`src/rtl/tmr_vote_monitor.sv`:
```
// tmr_vote_monitor
//   Consumer of a triplicated W-bit register stage (copies A/B/C). Produces a
//   registered bitwise-majority word, per-lane mismatch flags, per-lane
//   saturating mismatch counters and a fault-classification FSM that decides
//   whether a single lane is persistently faulty or redundancy is lost.
//
// Handshake: in_valid qualifies inA/inB/inC in the cycle it is high; there is
//   no backpressure. out_valid is in_valid delayed by one cycle and qualifies
//   out_voted/err_lanes in that same cycle.
//
// Ports
//   clk, rst            clock; synchronous active-low reset
//   in_valid            input qualifier
//   inA, inB, inC       the three copies
//   clr_err             synchronous clear of counters and classification FSM
//   out_voted           registered majority word (holds on invalid cycles)
//   out_valid           registered in_valid
//   err_lanes           registered {C,B,A} mismatch flags (0 on invalid cycles)
//   err_cnt_a/b/c       saturating per-lane mismatch counters
//   state               FSM state: 0 OK, 1 SUSPECT, 2 FAULT, 3 MULTI
//   fault_lane          0 none, 1 A, 2 B, 3 C; nonzero only in FAULT
module tmr_vote_monitor #(
  parameter int W         = 8,
  parameter int CW        = 8,
  parameter int FAULT_THR = 4
) (
  input  logic          clk,
  input  logic          rst,
  input  logic          in_valid,
  input  logic [W-1:0]  inA,
  input  logic [W-1:0]  inB,
  input  logic [W-1:0]  inC,
  input  logic          clr_err,
  output logic [W-1:0]  out_voted,
  output logic          out_valid,
  output logic [2:0]    err_lanes,
  output logic [CW-1:0] err_cnt_a,
  output logic [CW-1:0] err_cnt_b,
  output logic [CW-1:0] err_cnt_c,
  output logic [1:0]    state,
  output logic [1:0]    fault_lane
);

  typedef enum logic [1:0] {
    ST_OK      = 2'd0,
    ST_SUSPECT = 2'd1,
    ST_FAULT   = 2'd2,
    ST_MULTI   = 2'd3
  } state_t;

  localparam logic [3:0] THR = 4'(FAULT_THR);

  // ---------------------------------------------------------------- vote
  logic [W-1:0] voted;
  logic [2:0]   mis;       // {C,B,A}
  logic [1:0]   nmis;
  logic [1:0]   mis_lane;  // lane code of the single mismatching lane

  assign voted = (inA & inB) | (inB & inC) | (inA & inC);
  assign mis   = {(inC != voted), (inB != voted), (inA != voted)};
  assign nmis  = {1'b0, mis[0]} + {1'b0, mis[1]} + {1'b0, mis[2]};

  // Only meaningful when nmis == 1.
  always_comb begin
    mis_lane = 2'd0;
    if (mis[0])      mis_lane = 2'd1;
    else if (mis[1]) mis_lane = 2'd2;
    else if (mis[2]) mis_lane = 2'd3;
  end

  // ---------------------------------------------------------------- FSM
  state_t     state_q, state_d;
  logic [1:0] suspect_q, suspect_d;   // also holds the faulty lane in FAULT
  logic [3:0] streak_q, streak_d;
  logic [3:0] streak_inc;
  logic [1:0] fault_lane_d;

  assign streak_inc = streak_q + 4'd1;

  always_comb begin
    state_d      = state_q;
    suspect_d    = suspect_q;
    streak_d     = streak_q;
    if (clr_err) begin
      state_d   = ST_OK;
      suspect_d = 2'd0;
      streak_d  = 4'd0;
    end else if (in_valid) begin
      // Invalid cycles fall through untouched, so they never break a streak.
      case (state_q)
        ST_OK: begin
          if (nmis == 2'd1) begin
            state_d   = ST_SUSPECT;
            suspect_d = mis_lane;
            streak_d  = 4'd1;
          end else if (nmis >= 2'd2) begin
            state_d = ST_MULTI;
          end
        end
        ST_SUSPECT: begin
          if (nmis == 2'd0) begin
            state_d   = ST_OK;
            suspect_d = 2'd0;
            streak_d  = 4'd0;
          end else if (nmis == 2'd1) begin
            if (mis_lane == suspect_q) begin
              streak_d = streak_inc;
              if (streak_inc == THR) state_d = ST_FAULT;
            end else begin
              // A different single lane restarts the streak on that lane.
              suspect_d = mis_lane;
              streak_d  = 4'd1;
            end
          end else begin
            state_d = ST_MULTI;
          end
        end
        ST_FAULT: begin
          // Sticky: only a mismatch on some other lane escalates.
          if (nmis >= 2'd2 || (nmis == 2'd1 && mis_lane != suspect_q))
            state_d = ST_MULTI;
        end
        ST_MULTI: state_d = ST_MULTI;
        default:  state_d = ST_OK;
      endcase
    end
    fault_lane_d = (state_d == ST_FAULT) ? suspect_d : 2'd0;
  end

  always_ff @(posedge clk) begin
    if (!rst) begin
      state_q    <= ST_OK;
      suspect_q  <= 2'd0;
      streak_q   <= 4'd0;
      fault_lane <= 2'd0;
    end else begin
      state_q    <= state_d;
      suspect_q  <= suspect_d;
      streak_q   <= streak_d;
      fault_lane <= fault_lane_d;
    end
  end

  assign state = state_q;

  // ---------------------------------------------------------------- data path
  always_ff @(posedge clk) begin
    if (!rst) begin
      out_voted <= '0;
      out_valid <= 1'b0;
      err_lanes <= 3'd0;
    end else begin
      out_valid <= in_valid;
      if (in_valid) begin
        out_voted <= voted;
        err_lanes <= mis;
      end else begin
        err_lanes <= 3'd0;
      end
    end
  end

  // ---------------------------------------------------------------- counters
  // Saturating: once all ones, further mismatches are dropped.
  always_ff @(posedge clk) begin
    if (!rst || clr_err) begin
      err_cnt_a <= '0;
      err_cnt_b <= '0;
      err_cnt_c <= '0;
    end else if (in_valid) begin
      if (mis[0] && err_cnt_a != '1) err_cnt_a <= err_cnt_a + CW'(1);
      if (mis[1] && err_cnt_b != '1) err_cnt_b <= err_cnt_b + CW'(1);
      if (mis[2] && err_cnt_c != '1) err_cnt_c <= err_cnt_c + CW'(1);
    end
  end

endmodule

```
`config.mk`:
```
export PLATFORM = sky130hd
export DESIGN_NAME = tmr_vote_monitor
export DESIGN_NICKNAME = d
export VERILOG_FILES = /design/src/rtl/tmr_vote_monitor.sv
export SDC_FILE = /design/constraint.sdc
export NUM_CORES = 1
export LEC_CHECK = 0
export CAP_MARGIN = 15
export CORE_MARGIN = 10
export CORE_UTILIZATION = 45
export DETAILED_ROUTE_END_ITERATION = 10
export GPL_TIMING_DRIVEN = 0
export PLACE_DENSITY = 0.79
export SLEW_MARGIN = 20
export SYNTH_ARGS = -nofsm -noshare
export SYNTH_HDL_FRONTEND = slang
export SYNTH_SLANG_ARGS = --single-unit
export TNS_END_PERCENT = 10
```
`constraint.sdc`:
```
create_clock -name clk -period 5.5 [get_ports clk]
set_input_delay 0.55 -clock clk [delete_from_list [all_inputs] [get_ports clk]]
set_output_delay 0.55 -clock clk [all_outputs]
set_load 0.02 [all_outputs]
```
==> flow_metrics.py <==
metrics = {
    "outcome": {
        "status": "completed",
    },
    "clocking": {
        "h-tree-depth": 2,
        "ctsRootBufferMaster": "clkbuf_8",
        "holdBufCountCts": 0,
        "cts_post_setup_buffers_inserted": 0,
        "cts_resized": 0,
        "clock_latency_ns": 0.30,
        "cts_tree": "yes",
        "clockBufferDepth": 2,
        "clk_pin_slew_ns": 0.10,
        "cts_buffers": 5,
        "cts.sinks": 46,
    },
    "worst_setup_path": {
        "worstPathRequired_ns": 5.66,
        "worstSetupEndpointType": "flip-flop",
        "ff2ff_setup_slack_ns": 3.51,
        "path_max_fanout": 9,
        "startpoint": "inC[7]",
        "cpPeakStageDelay_ns": 0.58,
        "ff2ff_path_depth": 8,
        "cp-endpoint": "fault_lane[1]$_SDFF_PN0_",
        "cp.arrival_ns": 4.31,
        "crit_cells": 11,
        "r2r-end": "fault_lane[1]$_SDFF_PN0_",
        "cp_slowest_cell": "clkdlybuf4s50_1",
        "r2r_start": "streak_q[0]$_SDFFE_PP0P_",
        "crit_family": "simple AND/OR/NAND/NOR gates",
        "path_buf_inv": 1,
        "worstSetupPathType": "in2reg",
        "worstPathCellList": "clkdlybuf4s50_1 > and3b_1 > nor4_1 > nand3_1 > fa_1 > nand2b_1 > nor2_1 > o21ai_0 > a31oi_1 > or3_1 > a2111oi_2",
        "start_kind": "input port",
    },
    "detailed_routing": {
        "m1WireLength_um": 3100,
        "drcViolationCount": 0,
        "wl_per_cell_um": 14.8,
        "finalWirelength_um": 6870,
        "met2_length_um": 3220,
        "vias_per_cell": 5.51,
        "top_layer": "met4",
        "vias": 2553,
        "dr.pass1.iters": 4,
        "drtIter0Drc": 114,
        "detail-route-antenna-nets": 0,
        "wl_met3_um": 447,
    },
    "floorplan": {
        "core_sq_mm": 0.00554,
        "dieHeight_um": 96.0,
        "fp.dieW_um": 96.0,
        "dieArea_sq_mm": 0.00922,
        "num_rows": 27,
        "io_pins": 68,
        "initial_utilization_pct": 46.9,
    },
    "placed_design": {
        "dpl.hpwl_um": 5250,
        "gp_congestion": 0.861,
        "io_buffers": 67,
    },
    "logic_synthesis": {
        "postSynthCellCount": 316,
        "yosysWarnings": 0,
        "yosys_register_bits": 46,
        "ys_async_sr_fraction_pct": 0,
        "synth_top_area_cell": "dfxtp_1",
        "ys_seq_area_share_pct": 35.4,
        "yosys.cell_types.count": 49,
        "synth_edf_count": 0,
        "yosys-top-cells-area": "dfxtp_1 (35%), nor2_1 (4.9%), o21ai_0 (4.8%), xor2_1 (4.7%), nand2_1 (4.5%)",
        "synth_top_area_share_pct": 35.4,
        "ys.flop_type": "dfxtp_1",
        "synthesis.nets": 350,
        "netlist_area_sq_mm": 0.00260,
        "syn_area_per_cell_sq_um": 8.22,
    },
    "timing": {
        "hold_slack_ns": 0.501,
        "tightest_slew_ns": 0.789,
        "rsz0062_at_grt": "false",
        "tns_ns": 0,
        "clock.fmax_ghz": 0.241,
        "relSlewSlack_pct": 46.8,
        "hold_viol": 0,
        "clock_skew_ns": 0.0102,
        "period_needed_ns": 4.14,
        "period_share_pct": 75.4,
        "slew_violations": 0,
        "finalSetupViolations": 0,
    },
    "final_layout": {
        "nFillCells": 495,
        "nets": 424,
        "areaGrowthSynthToFinish_pct": 32.9,
        "antenna_cells": 0,
        "final_common_cell": "clkdlybuf4s50_1",
        "final_cell_mix": "clkdlybuf4s50_1 (67), dfxtp_1 (46), nor2_1 (34)",
        "drive_gt1_share_pct": 6.39,
    },
    "power": {
        "p_clk_share_pct": 31.6,
        "p_seq_share_pct": 48.9,
        "leakagePower_nw": 1.25,
        "internal_power_w": 0.000500,
        "powerDensity_mw_per_mm2": 206,
        "ir_worst_vdd_mv": 0.134,
        "p_comb_share_pct": 19.4,
        "switchingPower_w": 0.000213,
        "p_sw_share_pct": 29.9,
    },
    "global_routing": {
        "grt_use_total_pct": 14.7,
        "grt_pass1_wl_um": 11000,
        "grt_antenna_before_repair": 0,
        "first_global_vias": 2278,
        "grt_max_degree": 18,
        "grt.overflow.total": 0,
    },
    "hold_path": {
        "min_path_cells": 2,
        "hold_class": "reg2reg",
    },
    "flow_run": {
        "maxCapViolCount": 0,
    },
}
==> state kept, by name, summed over array words and instances, names as in the netlist <==
signal and flops:
err_cnt_b 8, streak_q 4, state 2, out_valid 1, suspect_q 2, err_cnt_a 8
err_lanes 3, out_voted 8, err_cnt_c 8, fault_lane 2
==> cell families after synthesis <==
family | count (synthesis) | synth area share, %
DFF | 46 | 35.4
buffers and inverters | 18 | 2.65
adders and majority gates | 6 | 3.18
muxes | 2 | 0.770
xor gates and xnor gates | 20 | 6.74
AOI/OAI and AO/OA | 71 | 17.2
and+or+nand+nor | 153 | 34.0
==> worst reg2reg max path, stage by stage (launching register included) <==
cell and delay (ns):
dfxtp_1 0.43, ha_1 0.22, nor2b_1 0.16, a211oi_1 0.07, and3b_1 0.23, a21oi_1 0.07
a31o_1 0.21, a21o_1 0.20, a2111oi_2 0.31
==> metrics by stage <==
step	power (W)	instance area, sq um	util (%)	cells	worst slack (ns)
after floorplan	0.000428	2600	-	316	2.38
after global placement	0.000491	3360	60.6	455	1.11
after detailed placement	0.000495	3360	60.6	455	1.08
after CTS	0.000717	3450	62.4	463	1.40
after global routing	0.000746	3450	62.4	463	1.07
final	0.000713	3450	62.4	463	1.36
==> per-layer routing <==
layer | global-route usage [%] | up-vias
met5 | 0 | -
met3 | 3.58 | 9
met2 | 24.3 | 73
met4 | 4.18 | 0
met1 | 18.6 | 1170
li1 | - | 1301
==> power groups by stage <==
stage	Clock, W	Sequential, W	Combinational (W)
3_5_place_dp	0	0.000356	0.000139
5_1_grt	0.000244	0.000350	0.000151
2_1_floorplan	0	0.000366	0.0000624
4_1_cts	0.000229	0.000349	0.000139
6_report	0.000225	0.000349	0.000139
3_3_place_gp	0	0.000356	0.000135
==> worst min path at each step <==
| stage | start | to | slack, ns |
|---|---|---|---|
| 2_1_floorplan | streak_q[2]$_SDFFE_PP0P_ | streak_q[2]$_SDFFE_PP0P_ | 0.45 |
| 3_3_place_gp | streak_q[2]$_SDFFE_PP0P_ | streak_q[2]$_SDFFE_PP0P_ | 0.48 |
| 3_5_place_dp | streak_q[2]$_SDFFE_PP0P_ | streak_q[2]$_SDFFE_PP0P_ | 0.49 |
| 4_1_cts | streak_q[2]$_SDFFE_PP0P_ | streak_q[2]$_SDFFE_PP0P_ | 0.51 |
| 5_1_grt | streak_q[2]$_SDFFE_PP0P_ | streak_q[2]$_SDFFE_PP0P_ | 0.53 |
| 6_report | streak_q[2]$_SDFFE_PP0P_ | streak_q[2]$_SDFFE_PP0P_ | 0.50 |
==> layout make-up <==
cell class / count / area (sq um) / area share (%)
Inverter: 9 / 33.8 / 0.978
Tap cell: 72 / 90.1 / 2.61
Clock inverter: 3 / 26.3 / 0.761
Timing Repair Buffer: 67 / 671 / 19.4
Buffer: 9 / 35.0 / 1.01
Sequential cell: 46 / 921 / 26.7
Multi-Input combinational cell: 252 / 1610 / 46.6
Clock buffer: 5 / 68.8 / 1.99
==> synthesized netlist by cell type (all sizes together) (3+ instances only) <==
cell and n:
inv 9, nand3 9, nor2 34, o21ai 25, and3 6, xnor2 6
dfxtp 46, nor2b 5, a21o 3, nand3b 10, a31oi 14, nand2 31
nand4 11, nand2b 9, ha 5, xor2 14, o22ai 5, and3b 6
a21oi 10, or3b 9, nor4 5, clkbuf 8, nor3b 7, a221oi 3
a211oi 3
Power figures use the tool's default switching activity.
